File: src/rtl/labels_wr_ctrl_pkg.sv
// -----------------------------------------------------------------------------
// labels_wr_ctrl_pkg
//
// Shared definitions for the labels RAM write controller: the command byte
// codes of the UART command stream, the lowest printable character code and
// the controller state encoding.
// -----------------------------------------------------------------------------
package labels_wr_ctrl_pkg;

    // Command byte codes recognised in IDLE.
    localparam logic [7:0] CMD_SET_ADDR = 8'h01;
    localparam logic [7:0] CMD_FILL     = 8'h02;
    localparam logic [7:0] CMD_CLEAR    = 8'h0C;

    // Bytes at or above this value are printable characters.
    localparam logic [7:0] CHAR_MIN     = 8'h20;

    // Controller states.
    //   ST_IDLE  : waiting for a command or character byte
    //   ST_ADDR  : next byte is the new cursor
    //   ST_FVAL  : next byte is the fill value
    //   ST_FCNT  : next byte is the fill count
    //   ST_WRITE : single character write pending
    //   ST_FILL  : fill/clear burst in progress
    typedef enum logic [2:0] {
        ST_IDLE  = 3'd0,
        ST_ADDR  = 3'd1,
        ST_FVAL  = 3'd2,
        ST_FCNT  = 3'd3,
        ST_WRITE = 3'd4,
        ST_FILL  = 3'd5
    } state_t;

endpackage : labels_wr_ctrl_pkg

File: src/rtl/labels_wr_ctrl.sv
// -----------------------------------------------------------------------------
// labels_wr_ctrl
//
// Write controller and address-port arbiter for the on-screen labels RAM.
// Parses a byte command stream into character writes, cursor moves, fills
// and a full-screen clear, and shares the RAM's single address port with
// the VGA read path. VGA reads always win; a pending write waits for a
// cycle in which the VGA pipe is not reading.
//
// Parameters
//   AW         : RAM address width; cursor and fill addresses wrap mod 2^AW
//   DW         : RAM data width (also the command byte width)
//   BLANK_CHAR : value written by CLEAR
//
// Ports
//   i_clk         in   pixel clock
//   i_rst         in   synchronous active-high reset
//   i_wr          in   command/data byte valid from the upstream FIFO
//   i_data        in   command/data byte
//   o_ready       out  byte consumed when i_wr & o_ready
//   i_vga_busy    in   VGA pipe owns the RAM address this cycle
//   i_vga_addr    in   VGA read address
//   o_ram_addr    out  RAM address (VGA address unless a write is granted)
//   o_ram_we      out  RAM write enable
//   o_ram_din     out  RAM write data
//   o_cursor      out  current write cursor
//   o_fill_active out  high while a FILL or CLEAR burst is in progress
// -----------------------------------------------------------------------------
module labels_wr_ctrl
    import labels_wr_ctrl_pkg::*;
#(
    parameter int              AW         = 8,
    parameter int              DW         = 8,
    parameter logic [DW-1:0]   BLANK_CHAR = 8'h20
) (
    input  logic          i_clk,
    input  logic          i_rst,
    input  logic          i_wr,
    input  logic [DW-1:0] i_data,
    output logic          o_ready,
    input  logic          i_vga_busy,
    input  logic [AW-1:0] i_vga_addr,
    output logic [AW-1:0] o_ram_addr,
    output logic          o_ram_we,
    output logic [DW-1:0] o_ram_din,
    output logic [AW-1:0] o_cursor,
    output logic          o_fill_active
);

    // A count of 2^AW needs the extra MSB of the count register.
    localparam logic [AW:0] COUNT_FULL = {1'b1, {AW{1'b0}}};
    localparam logic [AW:0] COUNT_ONE  = (AW+1)'(1);

    state_t        state;
    logic [AW-1:0] cursor;
    logic [AW-1:0] fill_addr;   // next address of the running burst
    logic [AW:0]   count;       // writes still owed by the running burst
    logic [DW-1:0] wdata;       // pending character or fill value

    logic          accept;
    logic          grant;
    logic          write_pending;
    logic [AW-1:0] write_addr;

    // -------------------------------------------------------------------------
    // Handshake and arbitration
    // -------------------------------------------------------------------------
    assign o_ready       = (state == ST_IDLE) || (state == ST_ADDR) ||
                           (state == ST_FVAL) || (state == ST_FCNT);
    assign o_fill_active = (state == ST_FILL);
    assign accept        = i_wr && o_ready;

    // The reset term keeps the RAM untouched on the reset cycle itself,
    // while the state register still holds WRITE or FILL.
    assign write_pending = (state == ST_WRITE) || (state == ST_FILL);
    assign grant         = write_pending && !i_vga_busy && !i_rst;

    assign write_addr    = (state == ST_FILL) ? fill_addr : cursor;

    assign o_ram_we      = grant;
    assign o_ram_addr    = grant ? write_addr : i_vga_addr;
    assign o_ram_din     = wdata;
    assign o_cursor      = cursor;

    // -------------------------------------------------------------------------
    // Command parser / write sequencer
    // -------------------------------------------------------------------------
    // NOTE: every register here is assigned with <= so all of them update
    // together from the pre-edge values; a blocking = would let later
    // statements see half-updated state and change behaviour with ordering.
    always_ff @(posedge i_clk) begin
        if (i_rst) begin
            state     <= ST_IDLE;
            cursor    <= '0;
            fill_addr <= '0;
            count     <= '0;
            wdata     <= '0;
        end else begin
            case (state)
                ST_IDLE: begin
                    if (accept) begin
                        if (i_data == DW'(CMD_SET_ADDR)) begin
                            state <= ST_ADDR;
                        end else if (i_data == DW'(CMD_FILL)) begin
                            state <= ST_FVAL;
                        end else if (i_data == DW'(CMD_CLEAR)) begin
                            // CLEAR is a full-size fill from address 0; the
                            // burst ends with fill_addr wrapped back to 0,
                            // which is what the cursor is left at.
                            wdata     <= BLANK_CHAR;
                            fill_addr <= '0;
                            count     <= COUNT_FULL;
                            state     <= ST_FILL;
                        end else if (i_data >= DW'(CHAR_MIN)) begin
                            wdata <= i_data;
                            state <= ST_WRITE;
                        end
                        // Remaining control codes are swallowed silently.
                    end
                end

                ST_ADDR: begin
                    if (accept) begin
                        cursor <= AW'(i_data);
                        state  <= ST_IDLE;
                    end
                end

                ST_FVAL: begin
                    if (accept) begin
                        wdata <= i_data;
                        state <= ST_FCNT;
                    end
                end

                ST_FCNT: begin
                    if (accept) begin
                        count     <= (i_data == '0) ? COUNT_FULL
                                                    : (AW+1)'(i_data);
                        fill_addr <= cursor;
                        state     <= ST_FILL;
                    end
                end

                ST_WRITE: begin
                    if (grant) begin
                        cursor <= cursor + AW'(1);
                        state  <= ST_IDLE;
                    end
                end

                ST_FILL: begin
                    if (count == '0) begin
                        state <= ST_IDLE;
                    end else if (grant) begin
                        fill_addr <= fill_addr + AW'(1);
                        count     <= count - COUNT_ONE;
                        if (count == COUNT_ONE) begin
                            // Last write: the cursor lands just past the
                            // burst, i.e. start + C modulo 2^AW.
                            cursor <= fill_addr + AW'(1);
                            state  <= ST_IDLE;
                        end
                    end
                end

                default: begin
                    state <= ST_IDLE;
                end
            endcase
        end
    end

endmodule : labels_wr_ctrl

File: config.mk
export PLATFORM = sky130hd
export DESIGN_NAME = labels_wr_ctrl
export DESIGN_NICKNAME = d
export VERILOG_FILES = /design/src/rtl/labels_wr_ctrl_pkg.sv /design/src/rtl/labels_wr_ctrl.sv
export SDC_FILE = /design/constraint.sdc
export NUM_CORES = 1
export LEC_CHECK = 0
export ABC_AREA = 1
export CORE_AREA = 2 2 78 80
export CTS_CLUSTER_DIAMETER = 200
export DETAILED_ROUTE_END_ITERATION = 8
export DIE_AREA = 0 0 80 82
export PLACE_DENSITY = 0.79
export SYNTH_ARGS = -nofsm -noshare
export SYNTH_HDL_FRONTEND = slang
export SYNTH_SLANG_ARGS = --single-unit
File: constraint.sdc
create_clock -name i_clk -period 1.6 [get_ports i_clk]
set_clock_uncertainty 0.15 [all_clocks]
set_input_delay 0.32 -clock i_clk [delete_from_list [all_inputs] [get_ports i_clk]]
set_output_delay 0.32 -clock i_clk [all_outputs]
set_load 0.05 [all_outputs]
==> impl_metrics.json <==
{
  "slew_viol_final": 0,
  "fp.dieW_um": 80,
  "ir_drop_mv": 1.38,
  "wl_per_cell_um": 21.0,
  "avgSynthCellArea_um2": 5.94,
  "grt_pass1_vias": 3433,
  "htreeDepth": 2,
  "wirelength_um": 13600,
  "clk_path_buf_depth": 2,
  "grt_pass1_wl_um": 16200,
  "cts_inserted_buffers": 5,
  "layout.nets": 599,
  "drtIter0Drc": 477,
  "outcome": "complete, but fails checks",
  "setup_ws_ps": -489,
  "critPathKind": "flop to flop",
  "fill_cells": 296,
  "grtUsageTotal": 0.321,
  "cp.arrival_ps": 2130,
  "hpwl_um": 7030,
  "post-route-period-util": 1.31,
  "p_sw_uw": 4730,
  "ant_nets": 0,
  "synth_cell_types": 35,
  "ys_ff_latch": 36,
  "mostFrequentLayoutCell": "nand2_1",
  "coreArea_um2": 5750,
  "pwr-share-clk": 0.081,
  "p_comb_frac": 0.721,
  "setup_violations": 46,
  "synth-edff-count": 0,
  "max_freq_mhz": 479,
  "yosysWarnings": 0,
  "hp-class": "flop to flop",
  "power_switching_share": 0.520,
  "start_util": 0.459,
  "netlist_area_um2": 2640,
  "worst_slew_pin_slew_ps": 361,
  "syn_inst": 444,
  "drv_cap": 0,
  "diodes": 0,
  "cts_hold_buf": 0,
  "finalHoldViolCount": 0,
  "async_flop_share": 0,
  "required_ps": 1640,
  "drc": 0,
  "grt_overflow_total": 0,
  "grt_busiest_layer": "met2",
  "io_buffer_count": 46,
  "fp.dieH_um": 82,
  "max-slew-margin-rel": 0.758,
  "antenna_found_initial": 0,
  "layout_common_cells": "nand2_1 (77), buf_4 (63), nor2_1 (62), inv_1 (43), buf_12 (30)",
  "path_max_fanout": 18,
  "drtPass1Iterations": 5,
  "cp-end-kind": "flop",
  "clkLatencyLatePin_ps": 300,
  "p_leak_uw": 0.00225,
  "violations": "negative setup slack",
  "area_growth_pct": 87.5,
  "vias": 4079,
  "drive_above_1_share": 0.459,
  "cp-start-kind": "flop",
  "final.setup.tns_ps": -13260,
  "io_pins": 47,
  "min_period_ps": 2090,
  "grt_max_degree": 19,
  "synth_seq_area_share": 0.273,
  "clock-sinks": 36,
  "via_per_inst": 6.28,
  "cts_root_buf": "clkbuf_8",
  "met2_usage": 0.573,
  "gp_congestion": 0.996,
  "p_seq_frac": 0.197,
  "num_rows": 28,
  "clk_pin_slew_ps": 80,
  "synth_ff_type": "dfxtp_1",
  "p_int_uw": 4360,
  "cts_tree": "built",
  "rsz0062_at_grt": "true",
  "hold_ws_ps": 360,
  "dp_slack_ps": -580,
  "syn_nets": 468,
  "use_met3": 0.0538,
  "dieArea_um2": 6560,
  "use_met1": 0.355,
  "p_per_area_nw_per_um2": 1840
}
## cell usage after synthesis (3+ instances only)
| library cell | count | area share |
|---|---|---|
| inv_1 | 45 | 0.064 |
| o22ai_1 | 4 | 0.0095 |
| nand4_1 | 10 | 0.024 |
| nand3_1 | 32 | 0.061 |
| o21ai_1 | 5 | 0.0095 |
| buf_6 | 3 | 0.013 |
| nor2_1 | 87 | 0.12 |
| dfxtp_1 | 36 | 0.27 |
| nand3_2 | 5 | 0.019 |
| buf_2 | 4 | 0.0076 |
| a21oi_1 | 18 | 0.034 |
| inv_2 | 3 | 0.0043 |
| nand2_1 | 112 | 0.16 |
| clkbuf_1 | 5 | 0.0071 |
| o21ai_0 | 44 | 0.083 |
| o211ai_1 | 3 | 0.0085 |
| ha_1 | 4 | 0.019 |
## cells by family after synthesis
| kind of cell | Yosys count | share of synthesized area |
|---|---|---|
| DFF | 36 | 0.273 |
| and+or+nand+nor | 256 | 0.427 |
| AOI/OAI and AO/OA | 82 | 0.172 |
| buffers and inverters | 65 | 0.106 |
| adders and majority gates | 4 | 0.0190 |
| xor gates and xnor gates | 1 | 0.00332 |
## cell type report
class | count | area, µm² | share of cell area
Inverter | 52 | 239 | 0.0483
Timing Repair inverter | 4 | 42.5 | 0.00860
Clock buffer | 7 | 96.3 | 0.0195
Multi-Input combinational cell | 344 | 2230 | 0.450
Timing Repair Buffer | 132 | 1510 | 0.305
Sequential cell | 36 | 741 | 0.150
Tap cell | 75 | 93.8 | 0.0190
## per-stage QoR
| step | power, µW | util | std cells | cell area, µm² |
|---|---|---|---|---|
| 4_1_cts | 7570 | 0.776 | 638 | 4460 |
| 6_report | 9090 | 0.861 | 650 | 4950 |
| 2_1_floorplan | 4350 | - | 444 | 2800 |
| 3_5_place_dp | 6330 | 0.702 | 616 | 4030 |
| 3_3_place_gp | 6190 | 0.702 | 616 | 4030 |
| 5_1_grt | 9420 | 0.861 | 650 | 4950 |
## worst paths after layout
check                           slack (ps)  depth (start not counted)                         to                      start
worst min-delay path                   360                          2  o_ram_din[6]$_SDFFE_PP0P_  o_ram_din[6]$_SDFFE_PP0P_
worst max-delay path                  -490                         11  fill_addr[4]$_SDFFE_PP0P_      state[1]$_SDFFE_PP0P_
worst max register to register        -490                         11  fill_addr[4]$_SDFFE_PP0P_      state[1]$_SDFFE_PP0P_
worst min register to register         360                          2  o_ram_din[6]$_SDFFE_PP0P_  o_ram_din[6]$_SDFFE_PP0P_
## per-layer routing
layer  vias to the layer above  part of all wire  wire length, µm
li1                       1714                 -                -
met1                      1860              0.33             4570
met2                       366              0.48             6530
met3                       139             0.091             1240
met4                         0             0.095             1300
met5                         -                 0                0
## registers in the layout, indices dropped and copies added (netlist names)
signal and count:
count 9, state 3, o_cursor 8, o_ram_din 8, fill_addr 8
## critical path, stage by stage (launching register included)
cell     delay, ps
dfxtp_4        420
inv_4           50
buf_4          130
buf_4          160
nand2_8        100
inv_2           50
nand2_1        110
nand3_2        130
nor2_4         150
buf_12         170
o21ai_2         90
nor2_1         270
## power groups by stage
stage	registers (µW)	clock network, µW	logic [µW]
finish	1790	738	6560
CTS	1680	717	5170
global route	1820	774	6820
global placement	1670	0	4530
floorplan	2050	0	2290
detailed placement	1680	0	4650
## what timing repair did
action | 4_1_cts | 5_1_grt
endpoints found under the setup margin | 46 | 46
pin swaps | 26 | 32
gates resized for setup | 69 | 120
gates cloned | 5 | 1
setup buffers | 11 | 12
No activity file was read; power rests on OpenSTA's default activity.
